File: config.mk
export PLATFORM = sky130hd
export DESIGN_NAME = sram_wr_arbiter
export DESIGN_NICKNAME = d
export VERILOG_FILES = /design/src/rtl/sram_wr_arbiter.sv
export SDC_FILE = /design/constraint.sdc
export NUM_CORES = 1
export LEC_CHECK = 0
export ABC_CLOCK_PERIOD_IN_PS = 5900
export BUFFER_PORTS_ARGS = -buffer_cell sky130_fd_sc_hd__buf_4
export CAP_MARGIN = 40
export CORE_MARGIN = 2
export CORE_UTILIZATION = 45
export DETAILED_ROUTE_END_ITERATION = 16
export PLACE_DENSITY = 0.9
export SYNTH_ARGS = -nofsm -noshare
export SYNTH_HDL_FRONTEND = slang
export SYNTH_SLANG_ARGS = --single-unit
File: constraint.sdc
create_clock -name clk -period 5.9 [get_ports clk]
set_input_delay 0.295 -clock clk [delete_from_list [all_inputs] [get_ports clk]]
set_output_delay 0.295 -clock clk [all_outputs]
set_load 0.005 [all_outputs]
File: src/rtl/sram_wr_arbiter.sv
// Round-robin arbiter sharing one SRAM write port among NUM_REQ valid/ready requesters.
// Define SRAM_WR_ARB_INIT_EN to add a post-reset sweep writing INIT_VALUE to every entry.
module sram_wr_arbiter #(
  parameter int unsigned SRAM_DEPTH = 64,
  parameter int unsigned SRAM_INDEX = 6,
  parameter int unsigned SRAM_WIDTH = 32,
  parameter int unsigned NUM_REQ    = 4,
  parameter logic [SRAM_WIDTH-1:0] INIT_VALUE = '0
) (
  input  logic                          clk,
  input  logic                          reset,
  input  logic [NUM_REQ-1:0]            req_valid_i,
  input  logic [NUM_REQ*SRAM_INDEX-1:0] req_addr_i,
  input  logic [NUM_REQ*SRAM_WIDTH-1:0] req_data_i,
  output logic [NUM_REQ-1:0]            req_ready_o,
  output logic                          we_o,
  output logic [SRAM_INDEX-1:0]         addrWr_o,
  output logic [SRAM_WIDTH-1:0]         data_o,
  output logic [2:0]                    grant_id_o,
  output logic                          busy_o
);

  localparam int unsigned PW = (NUM_REQ > 1) ? $clog2(NUM_REQ) : 1;

  if (NUM_REQ < 2 || NUM_REQ > 8 || SRAM_DEPTH > (2 ** SRAM_INDEX) ||
      $bits(INIT_VALUE) != SRAM_WIDTH) begin : g_bad_cfg
    $error("sram_wr_arbiter: unsupported parameter set");
  end

  logic                  we_q;
  logic [SRAM_INDEX-1:0] addr_q;
  logic [SRAM_WIDTH-1:0] data_q;
  logic [2:0]            gid_q;
  logic [PW-1:0]         ptr_q;
  logic [PW-1:0]         ptr_d;
  logic                  run_en;

  logic                  found;
  logic                  hs;
  logic [PW-1:0]         win_idx;
  logic [PW-1:0]         scan_idx;
  int unsigned           scan;
  logic [SRAM_INDEX-1:0] addr_sel;
  logic [SRAM_WIDTH-1:0] data_sel;

`ifdef SRAM_WR_ARB_INIT_EN
  typedef enum logic {ST_INIT, ST_RUN} state_t;
  state_t                state_q;
  logic [SRAM_INDEX-1:0] init_cnt_q;
  logic                  busy_q;

  // busy_q lags the state by one cycle so it covers every sweep write on the port
  assign run_en = ~busy_q;
  assign busy_o = busy_q;
`else
  assign run_en = 1'b1;
  assign busy_o = 1'b0;
`endif

  always_comb begin
    win_idx  = '0;
    found    = 1'b0;
    scan     = 0;
    scan_idx = '0;
    for (int unsigned i = 0; i < NUM_REQ; i++) begin
      scan = 32'(ptr_q) + i;
      if (scan >= NUM_REQ) scan = scan - NUM_REQ;
      scan_idx = PW'(scan);
      if (!found && req_valid_i[scan_idx]) begin
        found   = 1'b1;
        win_idx = scan_idx;
      end
    end
  end

  assign hs          = run_en & found;
  assign req_ready_o = hs ? (NUM_REQ'(1) << win_idx) : '0;
  assign ptr_d       = (win_idx == PW'(NUM_REQ - 1)) ? '0 : win_idx + 1'b1;

  always_comb begin
    addr_sel = '0;
    data_sel = '0;
    for (int unsigned i = 0; i < NUM_REQ; i++) begin
      if (PW'(i) == win_idx) begin
        addr_sel = req_addr_i[i*SRAM_INDEX +: SRAM_INDEX];
        data_sel = req_data_i[i*SRAM_WIDTH +: SRAM_WIDTH];
      end
    end
  end

  always_ff @(posedge clk) begin
    if (reset) begin
      we_q   <= 1'b0;
      addr_q <= '0;
      data_q <= '0;
      gid_q  <= '0;
      ptr_q  <= '0;
`ifdef SRAM_WR_ARB_INIT_EN
      state_q    <= ST_INIT;
      init_cnt_q <= '0;
      busy_q     <= 1'b1;
`endif
    end else begin
      we_q <= 1'b0;
`ifdef SRAM_WR_ARB_INIT_EN
      busy_q <= (state_q == ST_INIT);
      case (state_q)
        ST_INIT: begin
          we_q       <= 1'b1;
          addr_q     <= init_cnt_q;
          data_q     <= INIT_VALUE;
          init_cnt_q <= init_cnt_q + 1'b1;
          if (init_cnt_q == SRAM_INDEX'(SRAM_DEPTH - 1)) state_q <= ST_RUN;
        end
        default: state_q <= ST_RUN;
      endcase
`endif
      if (hs) begin
        we_q   <= 1'b1;
        addr_q <= addr_sel;
        data_q <= data_sel;
        gid_q  <= 3'(win_idx);
        ptr_q  <= ptr_d;
      end
    end
  end

  assign we_o       = we_q;
  assign addrWr_o   = addr_q;
  assign data_o     = data_q;
  assign grant_id_o = gid_q;

endmodule

==> results of run 1 <==
## worst register-to-register path, cell delays in order, from the launching register on
cell	delay [ns]
dfxtp_1	0.41
nand2_1	0.06
and3_1	0.18
o32ai_1	0.50
ha_1	0.71
buf_4	0.41
nand3b_1	0.12
a221oi_1	0.29
a211oi_1	0.08
nor3_1	0.24
## power groups by stage
stage | clock [uW] | sequential, uW | combinational [uW]
finish | 182 | 394 | 644
global route | 201 | 402 | 707
CTS | 186 | 393 | 646
detailed placement | 0 | 400 | 645
global placement | 0 | 396 | 614
floorplan | 0 | 401 | 384
## flip-flops by register name (all words and copies together), names as in the netlist
name and count:
grant_id_o 2, data_o 32, addrWr_o 6, we_o 1, ptr_q 2
## metrics by stage
step | util (%) | hold slack (ns)
5_1_grt | 70.1 | 0.340
2_1_floorplan | - | 0.453
6_report | 70.1 | 0.333
3_3_place_gp | 68.5 | 0.446
3_5_place_dp | 68.8 | 0.454
4_1_cts | 70.1 | 0.328
## cell families (layout without fill, tap and decap cells)
kind of cell / Yosys count / count (layout) / share of synthesized area [%]
adders and majority gates: 4 / 4 / 1.72
AOI/OAI and AO/OA: 121 / 121 / 29.2
buffers and inverters: 87 / 257 / 14.0
DFF: 43 / 43 / 29.5
and+or+nand+nor: 133 / 133 / 25.5
other: 1 / 2 / 0.129
## synth_stat cells, drive strengths merged
cell and number:
clkbuf 16, dfxtp 43, buf 30, or4 1
a211oi 38, o32ai 1, and2 4, ha 4
o221ai 1, inv 41, nand2 5, o21ai 1
conb 1, a221oi 38, nand3b 38, nor2b 3
nor4 1, nor2 41, nor3 39, and3 1
a21oi 42
## final timing paths
kind	start	end	slack, ns	cells past startpoint
worst max-delay path	ptr_q[1]	data_o[15]	2.81	9
worst min-delay path	req_addr_i[22]	addrWr_o[4]	0.33	3
worst max register to register	ptr_q[1]	data_o[15]	2.81	9
worst min register to register	grant_id_o[1]	grant_id_o[1]	0.47	2
## final cells by class
| class | count | area [sq um] |
|---|---|---|
| fill | 511 | 1890 |
| timing repair buffer | 208 | 1570 |
| multi-input combinational | 260 | 1660 |
| clock inverter | 1 | 5.00 |
| tap | 77 | 96.3 |
| clock buffer | 7 | 76.3 |
| sequential | 43 | 861 |
| inverter | 41 | 154 |
## per-layer routing
metal / vias to the layer above / global-route usage (%) / share of wire, %
met3: 34 / 6.69 / 8.6
met1: 1707 / 32.7 / 38
met2: 198 / 49.2 / 51
met5: - / 0 / 0
li1: 1748 / - / -
met4: 0 / 9.09 / 2.8
==> flow_summary.ini, run 1 <==
[setup_path]
end_kind = flop
worst_ep_arrival_time_ns = 3.29
critPathBufInv = 1
critPathKind = flop to flop
timing.critical_path.slowest_stage_cell = ha_1
max_stage_delay_ns = 0.71
worst-endpoint-required_ns = 6.09
worstSetupStartpointType = flop
cp_top_family = compound AO/OA/AOI/OAI gates
crit_fanout = 23
critical_path.cell_chain = nand2_1, and3_1, o32ai_1, ha_1, buf_4, nand3b_1, a221oi_1, a211oi_1, nor3_1

[cts]
cts-buffers-inserted = 5
ctsRootBufferMaster = clkbuf_8
post_cts_resize_count = 0
clk_pin_slew_worst_paths_ns = 0.08
post-cts-setup-buffer-count = 0
clock_insertion_delay_worst_skew_ns = 0.28
cts-root-to-sink-buffers = 2
tritoncts = yes
clock-sinks = 43
cts.hold.buffers_added = 0
h-tree-depth = 2

[global_route]
globalRouteTotalUtil_pct = 27.7
globalRouteOverflowTotal = 0
global_route_wire_length_before_repair_microns = 16300
number_of_antenna_violations_at_the_first_check_in_global_routing = 0
grt_max_degree = 52
via_count_of_the_first_global_routing_pass = 3499

[layout]
finalNonFillerCells = 637
layout_commonest_cell = buf_4
stdcell_area_sq_mm = 0.00442
antenna_cells_inserted = 0
final_layout_size_suffix_gt1_share_pct = 39.6
layout_common_cells = buf_4, dfxtp_1, a21oi_1
nets = 721
area_grow_syn2layout_pct = 51.8

[route]
wl_microns = 10500
vias = 3687
routed_wire_length_per_instance_microns = 16.5
residual_drc = 0
drt_iter0_markers = 255
drt-vias-per-instance = 5.79
firstDrtPassIters = 5
antenna_left = 0

[pwr]
share_comb_of_total_power_pct = 52.8
power.share.clock_pct = 14.9
p_int_uw = 776
netSwitchingFraction_pct = 36.4
power_leakage_uw = 0.00212
overall_power_of_the_completed_layout_uw = 1220
power_frac_seq_pct = 32.3
ir_worst_vdd_uv = 168
power_density_of_the_placed_cells_mw_per_mm2 = 276
p_switching_uw = 444

[placement]
placed_cells_incl_taps = 629
finalWeightedCongestion = 0.856
dp_slack_ns = 2.77
place.port_buffers = 202
dp.final_hpwl_microns = 7570
post_dp_cell_area_sq_mm = 0.00434

[timing]
worst-slew-pin-transition_ns = 0.731
worst_slew_margin_rel_pct = 51.2
maxClockFrequency_mhz = 323
setup_viol_count_final = 0
clock_skew_ns = 0.00471
hold_viol_final = 0
fin_ws_ns = 2.81
finalCritPeriodShare_pct = 52.5
finalMaxSlewViolations = 0
fin_setup_tns_ns = 0
grt_setup_unrepaired = no
period_needed_ns = 3.09

[floorplan]
fp.dieW_microns = 84.5
total_number_of_placement_rows = 29
initial_util_pct = 46.2
dieArea_sq_mm = 0.00714
ioPinCount = 205
die-height_microns = 84.5
core_sq_mm = 0.00631

[synth]
ys_seq_elements = 43
postSynthAreaPerCell_sq_um = 7.49
ys_warn_count = 0
netlist_area_sq_mm = 0.00291
synth.distinct_cells = 24
synth_area_leader_cell = dfxtp_1
synth_top_area_share_pct = 29.5
netlist_instances = 389
netlist_top_cells_area = dfxtp_1, a221oi_1, a211oi_1
seq_area_frac_synth_pct = 29.5

[worst_hold_path]
hold_class = input port to flop

[job]
cap_viol_max_count = 0

[run_status]
run_status = finished clean
No activity file was read; power rests on OpenSTA's default activity.
==> run 2, diff against run 1 <==
ABC_AREA = 1   (was default)
ABC_CLOCK_PERIOD_IN_PS = 2800   (was 5900)
CORE_UTILIZATION = 38   (was 45)
PLACE_DENSITY = 0.81   (was 0.9)
clock period = 2.8 ns   (was 5.9 ns; I/O delays follow)
==> flow_summary.ini, run 2 <==
[run_status]
run_status = finished clean

[placement]
placed_cells_incl_taps = 746
dp.final_hpwl_microns = 7840
finalWeightedCongestion = 1.02
place.port_buffers = 202
post_dp_cell_area_sq_mm = 0.00447

[floorplan]
initial_util_pct = 39.6
fp.dieW_microns = 91.2
core_sq_mm = 0.00729
die-height_microns = 91.2
total_number_of_placement_rows = 31
dieArea_sq_mm = 0.00832
ioPinCount = 205

[synth]
postSynthAreaPerCell_sq_um = 6.14
synth_enable_flop_cells = 0
seq_area_frac_synth_pct = 29.8
synth_top_area_share_pct = 29.8
netlist_area_sq_mm = 0.00289
synth.most_common_cell = nand2_1
share_of_synthesized_registers_carrying_an_async_set_or_reset_pct = 0
netlist_top_cells_count = nand2_1, o21ai_0, a21oi_1
synthFlopType = dfxtp_1
ys_seq_elements = 43
netlist_top_cells_area = dfxtp_1, nand2_1, o21ai_0
synth_area_leader_cell = dfxtp_1
netlist_instances = 471
ys_warn_count = 0
synth.distinct_cells = 25

[timing]
hold_viol_final = 0
period_needed_ns = 2.55
clock_skew_ns = 0.00454
grt_setup_unrepaired = no
setup_viol_count_final = 0
worst-slew-pin-transition_ns = 0.664
finalCritPeriodShare_pct = 90.9
finalMaxSlewViolations = 0
fin_setup_tns_ns = 0
maxClockFrequency_mhz = 393
worst_slew_margin_rel_pct = 55.7

[pwr]
power.share.clock_pct = 6.0
p_switching_uw = 3280
ir_worst_vdd_uv = 560
netSwitchingFraction_pct = 51.1
power_frac_seq_pct = 15.9
share_comb_of_total_power_pct = 78.1
p_int_uw = 3140
power_density_of_the_placed_cells_mw_per_mm2 = 1410
power_leakage_uw = 0.00239

[layout]
area_grow_syn2layout_pct = 57.9
multiInputGateArea_sq_mm = 0.00175
antenna_cells_inserted = 0
layout_common_cells = buf_4, nand2_1, o21ai_0
stdcell_area_sq_mm = 0.00456
layout_commonest_cell = buf_4
filler_cell_count = 678
finalNonFillerCells = 754
nets = 816
final_layout_size_suffix_gt1_share_pct = 35.9
largest_register_ffs = 32
seq_area_sq_um = 866

[route]
routed_wire_length_per_instance_microns = 13.9
antenna_left = 0
vias = 3917
residual_drc = 0
wl_microns = 10500
drt_iter0_markers = 147
drt-vias-per-instance = 5.19
firstDrtPassIters = 4

[setup_path]
reg_to_reg_endpoint = data_o[25]
max_stage_delay_ns = 0.41
critPathBufInv = 3
r2r_slack_ns = 0.25
end_kind = flop
worst-endpoint-required_ns = 3.01
cp_top_family = simple AND/OR/NAND/NOR gates
worstReg2RegStart = ptr_q[0]
crit_top_cell = nand2_1
worstSetupStartpointType = flop
crit_fanout = 17
critPathKind = flop to flop
reg2regPathDepth = 18
timing.critical_path.slowest_stage_cell = dfxtp_4
critical_path.cell_chain = inv_4, nand2_1, nand2_1, nand2_2, nand2_4, nor2_8, nand3_4, nand3_1, inv_1, ha_1, nor2_2, buf_6, nand2_1, nand2_1, o21ai_0, nand2_1, o211ai_1, a21oi_1
worst_ep_arrival_time_ns = 2.76
number_of_cells_on_the_critical_path = 18

[global_route]
globalRouteTotalUtil_pct = 24.1
global_route_wire_length_before_repair_microns = 16700
globalRouteOverflowTotal = 0
number_of_antenna_violations_at_the_first_check_in_global_routing = 0
grt_max_degree = 79
via_count_of_the_first_global_routing_pass = 3680

[worst_hold_path]
hold-path-endpoint = ptr_q[1]
hold-path-cell-count = 2
hold_class = input port to flop
hold_path.startpoint = reset

[cts]
clock_insertion_delay_worst_skew_ns = 0.29
tritoncts = yes
ctsRootBufferMaster = clkbuf_8
cts-buffers-inserted = 5
post-cts-setup-buffer-count = 0
h-tree-depth = 2
clock-sinks = 43
clk_pin_slew_worst_paths_ns = 0.08
cts-root-to-sink-buffers = 2

[job]
cap_viol_max_count = 0
[run 2: cell count changes after synthesis, sizes merged, moves of 21 or more]
cell and delta:
a21oi +37, o21ai +101, nor2 -31, a221oi -38, nand2 +139, a211oi -38
inv -21, nor3 -39, nand3b -38
[run 2: metal layers]
layer	vias to the layer above	GRT usage, %	wire (microns)
met5	-	0	0
met4	0	8.33	248
met3	22	5.48	842
met2	184	42.6	5130
met1	1772	28.6	4280
li1	1939	-	-
[run 2: stage by stage]
stage	setup WS, ns	util, %	hold slack (ns)	power, uW
after global placement	0.258	60.9	0.387	5820
after CTS	0.0843	62.4	0.0778	6380
after global routing	0.0215	62.6	0.0739	7180
after floorplan	0.404	-	0.327	4490
after detailed placement	0.101	61.3	0.391	5970
final	0.255	62.6	0.0834	6410
[run 2: worst max-delay path by stage]
stage | from | end | slack [ns]
2_1_floorplan | ptr_q[0] | data_o[20] | 0.40
3_3_place_gp | ptr_q[0] | data_o[31] | 0.26
3_5_place_dp | ptr_q[0] | data_o[31] | 0.10
4_1_cts | ptr_q[0] | data_o[31] | 0.08
5_1_grt | ptr_q[0] | data_o[25] | 0.02
6_report | ptr_q[0] | data_o[25] | 0.25
[run 2: worst reg2reg max path, stage by stage (launching register included)]
cell,delay (ns)
dfxtp_4,0.41
inv_4,0.06
nand2_1,0.06
nand2_1,0.09
nand2_2,0.13
nand2_4,0.08
nor2_8,0.12
nand3_4,0.07
nand3_1,0.16
inv_1,0.10
ha_1,0.24
nor2_2,0.17
buf_6,0.21
nand2_1,0.07
nand2_1,0.05
o21ai_0,0.07
nand2_1,0.07
o211ai_1,0.09
a21oi_1,0.20
[run 2: power by group through the flow]
stage	Clock, uW	Combinational (uW)	Sequential, uW
final	385	5010	1020
after global routing	418	5710	1050
after CTS	397	4970	1020
after detailed placement	0	4940	1020
after global placement	0	4810	1010
after floorplan	0	3480	1010
[run 2: what timing repair did]
| item | 4_1_cts | 5_1_grt |
|---|---|---|
| setup endpoints to repair | 0 | 40 |
| gates resized for setup | 0 | 5 |
| hold buffers | 0 | 0 |
[run 2: logic make-up (layout without fill, tap and decap cells)]
| logic type | Yosys count | after routing | share of synthesized area [%] |
|---|---|---|---|
| DFF | 43 | 43 | 29.8 |
| adders and majority gates | 4 | 4 | 1.73 |
| and+or+nand+nor | 174 | 174 | 25.2 |
| other | 1 | 2 | 0.130 |
| AOI/OAI and AO/OA | 188 | 188 | 33.2 |
| buffers and inverters | 61 | 244 | 10.0 |
[run 2: cell type report]
| type | instances | area share [%] |
|---|---|---|
| Multi-Input combinational cell | 368 | 38.3 |
| Timing Repair Buffer | 214 | 36.3 |
| Sequential cell | 43 | 19.0 |
| Tap cell | 99 | 2.71 |
| Inverter | 22 | 1.92 |
| Clock buffer | 7 | 1.67 |
| Clock inverter | 1 | 0.110 |
